## config.mk

```make
export PLATFORM = sky130hd
export DESIGN_NAME = build_packet
export DESIGN_NICKNAME = d
export VERILOG_FILES = /design/src/rtl/build_packet.sv
export SDC_FILE = /design/constraint.sdc
export NUM_CORES = 1
export LEC_CHECK = 0
export CELL_PAD_IN_SITES_DETAIL_PLACEMENT = 0
export CELL_PAD_IN_SITES_GLOBAL_PLACEMENT = 2
export CORE_MARGIN = 5
export CORE_UTILIZATION = 34
export DETAILED_ROUTE_END_ITERATION = 6
export DONT_BUFFER_PORTS = 1
export GPL_TIMING_DRIVEN = 0
export PLACE_DENSITY = 0.77
export SYNTH_ARGS = -nofsm -noshare
export SYNTH_HDL_FRONTEND = slang
export SYNTH_SLANG_ARGS = --single-unit
export TNS_END_PERCENT = 20
```

## constraint.sdc

```tcl
create_clock -name clock -period 2 [get_ports clock]
set_clock_uncertainty 0.1 [all_clocks]
set_input_delay 0.4 -clock clock [delete_from_list [all_inputs] [get_ports clock]]
set_output_delay 0.4 -clock clock [all_outputs]
set_load 0.1 [all_outputs]
```

## src/rtl/build_packet.sv

```systemverilog
// Serialises one packet (dest, src, len, payload, XOR checksum) onto a 16-bit
// valid/ready link, fetching payload words from a local RAM with 1-cycle latency.
module build_packet #(
  parameter int WORD_WIDTH = 16,
  parameter int LEN_WIDTH  = 4
) (
  input  logic                  clock,
  input  logic                  nrst,
  input  logic                  en,
  input  logic                  start,
  input  logic [WORD_WIDTH-1:0] MY_NODE_ID,
  input  logic [WORD_WIDTH-1:0] destinationID,
  input  logic [LEN_WIDTH-1:0]  payload_len,
  output logic                  rd_en,
  output logic [LEN_WIDTH-1:0]  rd_addr,
  input  logic [WORD_WIDTH-1:0] rd_data,
  output logic [WORD_WIDTH-1:0] tx_data,
  output logic                  tx_valid,
  input  logic                  tx_ready,
  output logic                  busy,
  output logic                  done
);

  typedef enum logic [2:0] {
    S_ARM, S_IDLE, S_HDR, S_FETCH, S_LOAD, S_PAY, S_CSUM
  } state_t;

  typedef struct packed {
    logic [WORD_WIDTH-1:0] dest;
    logic [WORD_WIDTH-1:0] src;
    logic [LEN_WIDTH-1:0]  len;
  } hdr_t;

  localparam logic [LEN_WIDTH-1:0] ONE = LEN_WIDTH'(1);

  state_t                state, state_n;
  hdr_t                  hdr_q, hdr_n;
  logic [1:0]            cnt, cnt_n;
  logic [LEN_WIDTH-1:0]  idx, idx_n;
  logic [WORD_WIDTH-1:0] csum, csum_n;
  logic [WORD_WIDTH-1:0] tx_data_n;
  logic                  tx_valid_n, rd_en_n, busy_n, done_n;
  logic [LEN_WIDTH-1:0]  rd_addr_n;
  logic                  xfer;

  assign xfer = tx_valid & tx_ready;

  always_ff @(posedge clock or negedge nrst) begin
    if (!nrst) begin
      state    <= S_ARM;
      hdr_q    <= '0;
      cnt      <= '0;
      idx      <= '0;
      csum     <= '0;
      tx_data  <= '0;
      tx_valid <= 1'b0;
      rd_en    <= 1'b0;
      rd_addr  <= '0;
      busy     <= 1'b0;
      done     <= 1'b0;
    end else begin
      state    <= state_n;
      hdr_q    <= hdr_n;
      cnt      <= cnt_n;
      idx      <= idx_n;
      csum     <= csum_n;
      tx_data  <= tx_data_n;
      tx_valid <= tx_valid_n;
      rd_en    <= rd_en_n;
      rd_addr  <= rd_addr_n;
      busy     <= busy_n;
      done     <= done_n;
    end
  end

  // Every output is computed one cycle ahead here and registered above.
  always_comb begin
    state_n    = state;
    hdr_n      = hdr_q;
    cnt_n      = cnt;
    idx_n      = idx;
    csum_n     = csum;
    tx_data_n  = tx_data;
    tx_valid_n = tx_valid;
    rd_en_n    = 1'b0;
    rd_addr_n  = rd_addr;
    busy_n     = busy;
    done_n     = done;
    case (state)
      S_ARM: begin
        if (en) begin
          done_n  = 1'b0;
          state_n = S_IDLE;
        end
      end
      S_IDLE: begin
        if (start) begin
          hdr_n      = '{dest: destinationID, src: MY_NODE_ID, len: payload_len};
          csum_n     = '0;
          idx_n      = '0;
          cnt_n      = '0;
          busy_n     = 1'b1;
          tx_valid_n = 1'b1;
          tx_data_n  = destinationID;
          state_n    = S_HDR;
        end
      end
      S_HDR: begin
        if (xfer) begin
          csum_n = csum ^ tx_data;
          case (cnt)
            2'd0: begin
              tx_data_n = hdr_q.src;
              cnt_n     = 2'd1;
            end
            2'd1: begin
              tx_data_n = {{(WORD_WIDTH-LEN_WIDTH){1'b0}}, hdr_q.len};
              cnt_n     = 2'd2;
            end
            default: begin
              if (hdr_q.len == '0) begin
                tx_data_n = csum ^ tx_data;
                state_n   = S_CSUM;
              end else begin
                // Drop valid before the read so the RAM is never read mid-word.
                tx_valid_n = 1'b0;
                rd_en_n    = 1'b1;
                rd_addr_n  = idx;
                state_n    = S_FETCH;
              end
            end
          endcase
        end
      end
      S_FETCH: state_n = S_LOAD;
      S_LOAD: begin
        tx_data_n  = rd_data;
        tx_valid_n = 1'b1;
        state_n    = S_PAY;
      end
      S_PAY: begin
        if (xfer) begin
          csum_n = csum ^ tx_data;
          if (idx == hdr_q.len - ONE) begin
            tx_data_n = csum ^ tx_data;
            state_n   = S_CSUM;
          end else begin
            idx_n      = idx + ONE;
            tx_valid_n = 1'b0;
            rd_en_n    = 1'b1;
            rd_addr_n  = idx + ONE;
            state_n    = S_FETCH;
          end
        end
      end
      S_CSUM: begin
        if (xfer) begin
          tx_valid_n = 1'b0;
          busy_n     = 1'b0;
          done_n     = 1'b1;
          state_n    = S_ARM;
        end
      end
      default: state_n = S_ARM;
    endcase
  end

endmodule

```

==> flow_summary.ini, run 1 <==
[pwr]
internal-power_mw = 2.379
power_density_mw_per_mm2 = 613.0
power.share.combinational = 0.013
vdd.ir_drop.worst_v = 0.0003467
share_seq_of_total_power = 0.464
power_frac_clock = 0.523
switching_share = 0.2097
power.net_switching_uw = 631.0
power.leakage_nw = 2.265

[detailed_routing]
viasPerCell = 5.744
detail_route.first_pass.iterations = 5
route.detailed.drc = 0
ant_nets = 0
detailroute.via_count = 3584
drt_iter0_drc = 259
wl_per_cell_um = 20.88
wirelength_mm = 13.03

[worst_setup_path]
crit_path_start_kind = register
worst-path-buf-inv = 2
r2r_slack_ns = -0.14
crit_family = compound AO/OA/AOI/OAI gates
crit_slowest_cell = sky130_fd_sc_hd__dfrtp_1
worst_ep_required_time_ns = 2.15
critical_path_start_end_classification = reg -> reg
worstSetupEndpointType = register
critical_path.max_stage_delay_ns = 0.39
worst-path-max-fanout = 6
cells_traversed_along_the_worst_timing_path = inv_2, ha_4, xor2_1, nand3_2, o21a_4, or2_4, buf_8, o31ai_4
critPathArrivalTime_ns = 2.28

[sta]
setup_violations = 20
unrepaired_setup_endpoints_after_global_routing = yes
maxClockFrequency_mhz = 468.2
fin_worst_hold_slack_ns = -0.3410
worst_slack_ns = -0.1358
relSlewSlack = 0.2804
timing_hold_violations_final = 69
max_slew_violations = 0
fin_setup_tns_ns = -1.261
max_slew.worst_pin.slew_ns = 1.079
timing.final.crit_period_ns = 2.136
fin_crit_sh = 1.068

[grt]
initial_antenna_violation_count = 0
grt_pass1_vias = 3505
grt_first_pass_wirelength_mm = 20.30
grt.overflow.total = 0
grtUsageTotal = 0.1846
largest_net_degree_at_the_start_of_global_routing = 70

[clocking]
htree_num_levels = 3
numClockSinks = 69
cts_buffer_depth = 2
clock_insertion_delay_at_the_later_pin_of_the_skew_report_ns = 0.34
ctsRootBufferMaster = sky130_fd_sc_hd__clkbuf_16
tritoncts = built
tritoncts.num_buffers = 9
path_clk_slew_ns = 0.06

[job]
drv.max_cap_violation_count = 0

[cells_and_area]
n_antenna_cell = 0
area_growth_pct = 22.05
finalNetCount = 537
final_layout_size_suffix_gt1_frac = 0.2100

[logic_synthesis]
post_synth_instance_area_mm2 = 0.004023
ys_top_cells_by_area = sky130_fd_sc_hd__dfrtp_1 (43%), sky130_fd_sc_hd__nand2_1 (6.4%), sky130_fd_sc_hd__o21ai_0 (5.5%)
netlist.area_leader.share = 0.4292
asyncSetResetFlopFracSynth = 1.000
synthXorXnorAreaFrac = 0.03173
synthesis.area_per_instance_um2 = 8.880
netlist_top_cells_count = sky130_fd_sc_hd__dfrtp_1 (69), sky130_fd_sc_hd__nand2_1 (69), sky130_fd_sc_hd__o21ai_0 (44), sky130_fd_sc_hd__nor2_1 (37), sky130_fd_sc_hd__nor3b_1 (25)
synthesis.nets = 514
synth.largest_area_cell = sky130_fd_sc_hd__dfrtp_1
synth_top_family_by_area = compound AO/OA/AOI/OAI gates
post_synth_mux_area_share = 0.03888
prevailing_post_synth_register_cell = sky130_fd_sc_hd__dfrtp_1
post_synth_fa_ha_maj_area_fraction = 0.01493
yosys_warnings = 0
synth_simple_gate_area_frac = 0.1872
synth.yosys.seq_area_share = 0.4292
yosysUniqueCellTypes = 58
number_of_storage_elements_in_the_synthesis_netlist = 69
synth_compound_area_frac = 0.2541
synth_cells = 453
synth-edff-count = 0

[placement]
buffer_ports.inserted = 0
place.gp.congestion = 0.8076
post-dp-hpwl_mm = 9.218

[die]
placeableCoreArea_mm2 = 0.01152
num_rows = 39
start_util = 0.3493
die_height_um = 118.8
ios = 81
floorplan.die.width_um = 118.8
die_area_mm2 = 0.01411

[worst_hold_path]
min-delay-path-class = in -> async

[outcome]
failing_checks = negative hold slack, negative setup slack
status = finished, violations left
-- path summary, 6_finish.rpt --
kind,depth (start not counted),start,to
min reg2reg,2,hdr_q[4],hdr_q[4]
max,8,hdr_q[1],tx_data[13]
max in group asynchronous,0,nrst,hdr_q[4]
min in group clock,2,MY_NODE_ID[14],hdr_q[18]
min,0,nrst,tx_data[0]
max reg2reg,8,hdr_q[1],tx_data[13]
-- layout by cell type (no fill, tap or decap), types with 3 or more instances in the layout --
| cell type | synthesis | final |
|---|---|---|
| sky130_fd_sc_hd__a211oi_1 | 14 | 13 |
| sky130_fd_sc_hd__clkbuf_1 | 16 | 9 |
| sky130_fd_sc_hd__a21oi_1 | 20 | 19 |
| sky130_fd_sc_hd__nand3_1 | 4 | 4 |
| sky130_fd_sc_hd__o21ai_1 | 3 | 8 |
| sky130_fd_sc_hd__nor2_2 | 0 | 5 |
| sky130_fd_sc_hd__buf_6 | 1 | 3 |
| sky130_fd_sc_hd__a21o_1 | 19 | 19 |
| sky130_fd_sc_hd__o22ai_1 | 8 | 8 |
| sky130_fd_sc_hd__o31ai_1 | 11 | 6 |
| sky130_fd_sc_hd__inv_1 | 12 | 10 |
| sky130_fd_sc_hd__nand2_1 | 69 | 65 |
| sky130_fd_sc_hd__mux2i_1 | 10 | 10 |
| sky130_fd_sc_hd__a222oi_1 | 4 | 4 |
| sky130_fd_sc_hd__buf_4 | 0 | 17 |
| sky130_fd_sc_hd__o2bb2ai_1 | 3 | 3 |
| sky130_fd_sc_hd__clkbuf_2 | 1 | 4 |
| sky130_fd_sc_hd__dfrtp_1 | 69 | 64 |
| sky130_fd_sc_hd__xor2_1 | 6 | 6 |
| sky130_fd_sc_hd__xnor2_1 | 6 | 6 |
| sky130_fd_sc_hd__a221oi_1 | 9 | 9 |
| sky130_fd_sc_hd__buf_2 | 8 | 3 |
| sky130_fd_sc_hd__mux2_4 | 0 | 4 |
| sky130_fd_sc_hd__nand2_2 | 0 | 4 |
| sky130_fd_sc_hd__dfrtp_2 | 0 | 4 |
| sky130_fd_sc_hd__o21ai_2 | 1 | 6 |
| sky130_fd_sc_hd__clkbuf_16 | 0 | 9 |
| sky130_fd_sc_hd__o21ai_0 | 44 | 33 |
| sky130_fd_sc_hd__nor3b_1 | 25 | 25 |
| sky130_fd_sc_hd__nor2_1 | 37 | 31 |
| sky130_fd_sc_hd__o31ai_4 | 0 | 4 |
| sky130_fd_sc_hd__nor3_1 | 5 | 3 |
-- kinds of logic (layout without fill, tap and decap cells) --
group / Yosys count / after routing
AND/OR/NAND/NOR: 156 / 156
AO/OA/AOI/OAI: 153 / 153
flip-flops: 69 / 69
buffers and inverters: 42 / 70
multiplexers: 15 / 15
XOR/XNOR: 13 / 13
adder cells (fa/ha/maj): 5 / 5
-- state kept, by name (all words and copies together), names as in the netlist, 2 cells and up --
| signal | count |
|---|---|
| idx | 4 |
| cnt | 2 |
| csum | 16 |
| state | 3 |
| hdr_q | 20 |
| rd_addr | 4 |
| tx_data | 16 |
-- layer usage --
layer	vias up	GRT usage	part of all wire	wire length, µm
met5	-	0	0	0
met4	0	0.06083	0.018	234
met3	18	0.04776	0.064	837
met2	122	0.2764	0.44	5771
met1	1767	0.2600	0.47	6183
li1	1677	-	-	-
-- power by group through the flow --
stage	logic (mW)	registers, mW	clock network [mW]
after global routing	0.0423	1.40	1.67
after floorplan	0.0249	1.42	0
after global placement	0.0339	1.42	0
after CTS	0.0367	1.40	1.62
after detailed placement	0.0342	1.42	0
final	0.0379	1.40	1.58
-- timing repair --
action | in CTS | in global routing
pin swaps | 12 | 6
gates cloned | 1 | 0
resized for setup | 61 | 37
buffers inserted | 7 | 5
endpoints found under the setup margin | 58 | 53
endpoints found under the hold margin | 69 | 69
-- stage by stage --
step	total power, mW	setup WS (ns)	utilization	instances	cell area (µm²)
after floorplan	1.447	0.01753	-	453	4061
after global placement	1.456	-0.4541	0.3682	596	4240
after detailed placement	1.456	-0.4906	0.3682	596	4240
after CTS	3.054	-0.1150	0.4167	619	4798
after global routing	3.104	-0.1950	0.4263	624	4910
final	3.010	-0.1358	0.4263	624	4910
-- layout make-up --
| class | instances | area (µm²) |
|---|---|---|
| fill | 1121 | 6606 |
| multi-input combinational | 342 | 2340 |
| sequential | 69 | 1735 |
| clock buffer | 12 | 236.5 |
| buffer | 28 | 188.9 |
| tap | 143 | 178.9 |
| timing repair buffer | 13 | 130.1 |
| inverter | 13 | 51.30 |
| clock inverter | 4 | 48.80 |
No activity file was read; power rests on OpenSTA's default activity.
==> run 2, diff against run 1 <==
CELL_PAD_IN_SITES_DETAIL_PLACEMENT = default   (was 0)
CELL_PAD_IN_SITES_GLOBAL_PLACEMENT = default   (was 2)
CORE_UTILIZATION = 35   (was 34)
PLACE_DENSITY = 0.53   (was 0.77)
SKIP_CTS_REPAIR_TIMING = 1   (was default)
==> flow_summary.ini, run 2 (synthesized netlist as in run 1, its figures left out) <==
[placement]
place_ws_ns = -0.4103
buffer_ports.inserted = 0
post-dp-hpwl_mm = 9.226
place.gp.congestion = 0.8395

[worst_setup_path]
worst-path-buf-inv = 2
crit_family = simple AND/OR/NAND/NOR gates
worst-path-max-fanout = 5
critPathArrivalTime_ns = 2.28
r2r_slack_ns = -0.13
worst_ep_required_time_ns = 2.14
critical_path_start_end_classification = reg -> reg
critical_path.max_stage_delay_ns = 0.40
cells_traversed_along_the_worst_timing_path = inv_2, ha_4, or3b_4, nand2_2, a31oi_4, or2_4, buf_6, o31ai_2
worstSetupEndpointType = register
crit_path_start_kind = register
crit_slowest_cell = sky130_fd_sc_hd__dfrtp_1

[die]
num_rows = 39
start_util = 0.3553
floorplan.die.width_um = 117.2
placeableCoreArea_mm2 = 0.01132
die_height_um = 117.2
ios = 81
die_area_mm2 = 0.01374

[clocking]
cts_buffer_depth = 2
path_clk_slew_ns = 0.06
tritoncts = built
clock_insertion_delay_at_the_later_pin_of_the_skew_report_ns = 0.34
ctsRootBufferMaster = sky130_fd_sc_hd__clkbuf_16
numClockSinks = 69
htree_num_levels = 3
tritoncts.num_buffers = 9

[cells_and_area]
layout.cells.most_common = sky130_fd_sc_hd__nand2_1
filler_cell_count = 1098
n_antenna_cell = 0
final_layout_size_suffix_gt1_frac = 0.2259
final_cell_mix = sky130_fd_sc_hd__nand2_1 (66), sky130_fd_sc_hd__dfrtp_1 (63), sky130_fd_sc_hd__o21ai_0 (35), sky130_fd_sc_hd__nor2_1 (34), sky130_fd_sc_hd__nor3b_1 (25)
largest_register_ffs = 20
max_flop_register = hdr_q
finalNetCount = 543
final_util = 0.4344
area_growth_pct = 22.24
area.sequential_mm2 = 0.001737
multiInputGateArea_mm2 = 0.002317
largest_registers = hdr_q x20, csum x16, tx_data x16

[detailed_routing]
viasPerCell = 5.740
ant_nets = 0
route.detailed.drc = 0
wirelength_mm = 12.97
detail_route.first_pass.iterations = 6
drt_iter0_drc = 217
wl_per_cell_um = 20.59
detailroute.via_count = 3616

[sta]
setup_violations = 19
timing.final.crit_period_ns = 2.131
fin_setup_tns_ns = -1.230
worst_slack_ns = -0.1312
maxClockFrequency_mhz = 469.2
fin_worst_hold_slack_ns = -0.3443
timing_hold_violations_final = 69
fin_crit_sh = 1.066
unrepaired_setup_endpoints_after_global_routing = yes
relSlewSlack = 0.2876
max_slew.worst_pin.slew_ns = 1.069
max_slew_violations = 0

[pwr]
design_power_total_mw = 2.923
power.leakage_nw = 2.277
vdd.ir_drop.worst_v = 0.0003143
power_density_mw_per_mm2 = 594.4

[grt]
grt_first_pass_wirelength_mm = 19.65
grt_pass1_vias = 3545
grtUsageTotal = 0.1917
initial_antenna_violation_count = 0
largest_net_degree_at_the_start_of_global_routing = 70
grt.overflow.total = 0

[outcome]
failing_checks = negative hold slack, negative setup slack
status = finished, violations left

[worst_hold_path]
min-delay-path-class = in -> async

[job]
drv.max_cap_violation_count = 0
-- run 2: cell type report --
| type | count | share of cell area |
|---|---|---|
| Inverter | 13 | 0.01043 |
| Sequential cell | 69 | 0.3532 |
| Clock buffer | 10 | 0.04860 |
| Clock inverter | 6 | 0.007888 |
| Multi-Input combinational cell | 342 | 0.4712 |
| Buffer | 28 | 0.03893 |
| Timing Repair Buffer | 19 | 0.03333 |
| Tap cell | 143 | 0.03639 |
-- run 2: final timing paths --
kind                                     to     startpoint  cells past startpoint
worst max-delay path            tx_data[15]       hdr_q[0]                      8
worst min register to register     hdr_q[7]       hdr_q[7]                      2
min in group clock                 hdr_q[6]  MY_NODE_ID[2]                      2
worst max register to register  tx_data[15]       hdr_q[0]                      8
max in group asynchronous        tx_data[1]           nrst                      0
worst min-delay path             rd_addr[0]           nrst                      0
-- run 2: routing by layer --
layer  share of wire  GRT usage  vias to the layer above
li1                -          -                     1701
met1            0.43     0.2527                     1793
met2            0.47     0.2979                      102
met3           0.067    0.04679                       20
met4           0.024    0.08639                        0
met5               0          0                        -
-- run 2: worst register-to-register path, stage by stage (launching register included) --
cell and delay [ns]:
sky130_fd_sc_hd__dfrtp_1 0.40, sky130_fd_sc_hd__inv_2 0.11, sky130_fd_sc_hd__ha_4 0.14, sky130_fd_sc_hd__or3b_4 0.40
sky130_fd_sc_hd__nand2_2 0.09, sky130_fd_sc_hd__a31oi_4 0.14, sky130_fd_sc_hd__or2_4 0.32, sky130_fd_sc_hd__buf_6 0.13
sky130_fd_sc_hd__o31ai_2 0.20
-- run 2: per-stage QoR --
stage	instances	area, µm²
after floorplan	453	4061
after global placement	596	4240
after detailed placement	596	4240
after CTS	612	4518
after global routing	630	4917
final	630	4917
-- run 2: power by group --
part	switching, mW	internal [mW]	leakage, nW
Sequential	0	1.40	0.914
Clock	0.626	0.868	0.134
Combinational	0.0163	0.0171	1.23
Total	0.642	2.28	2.28
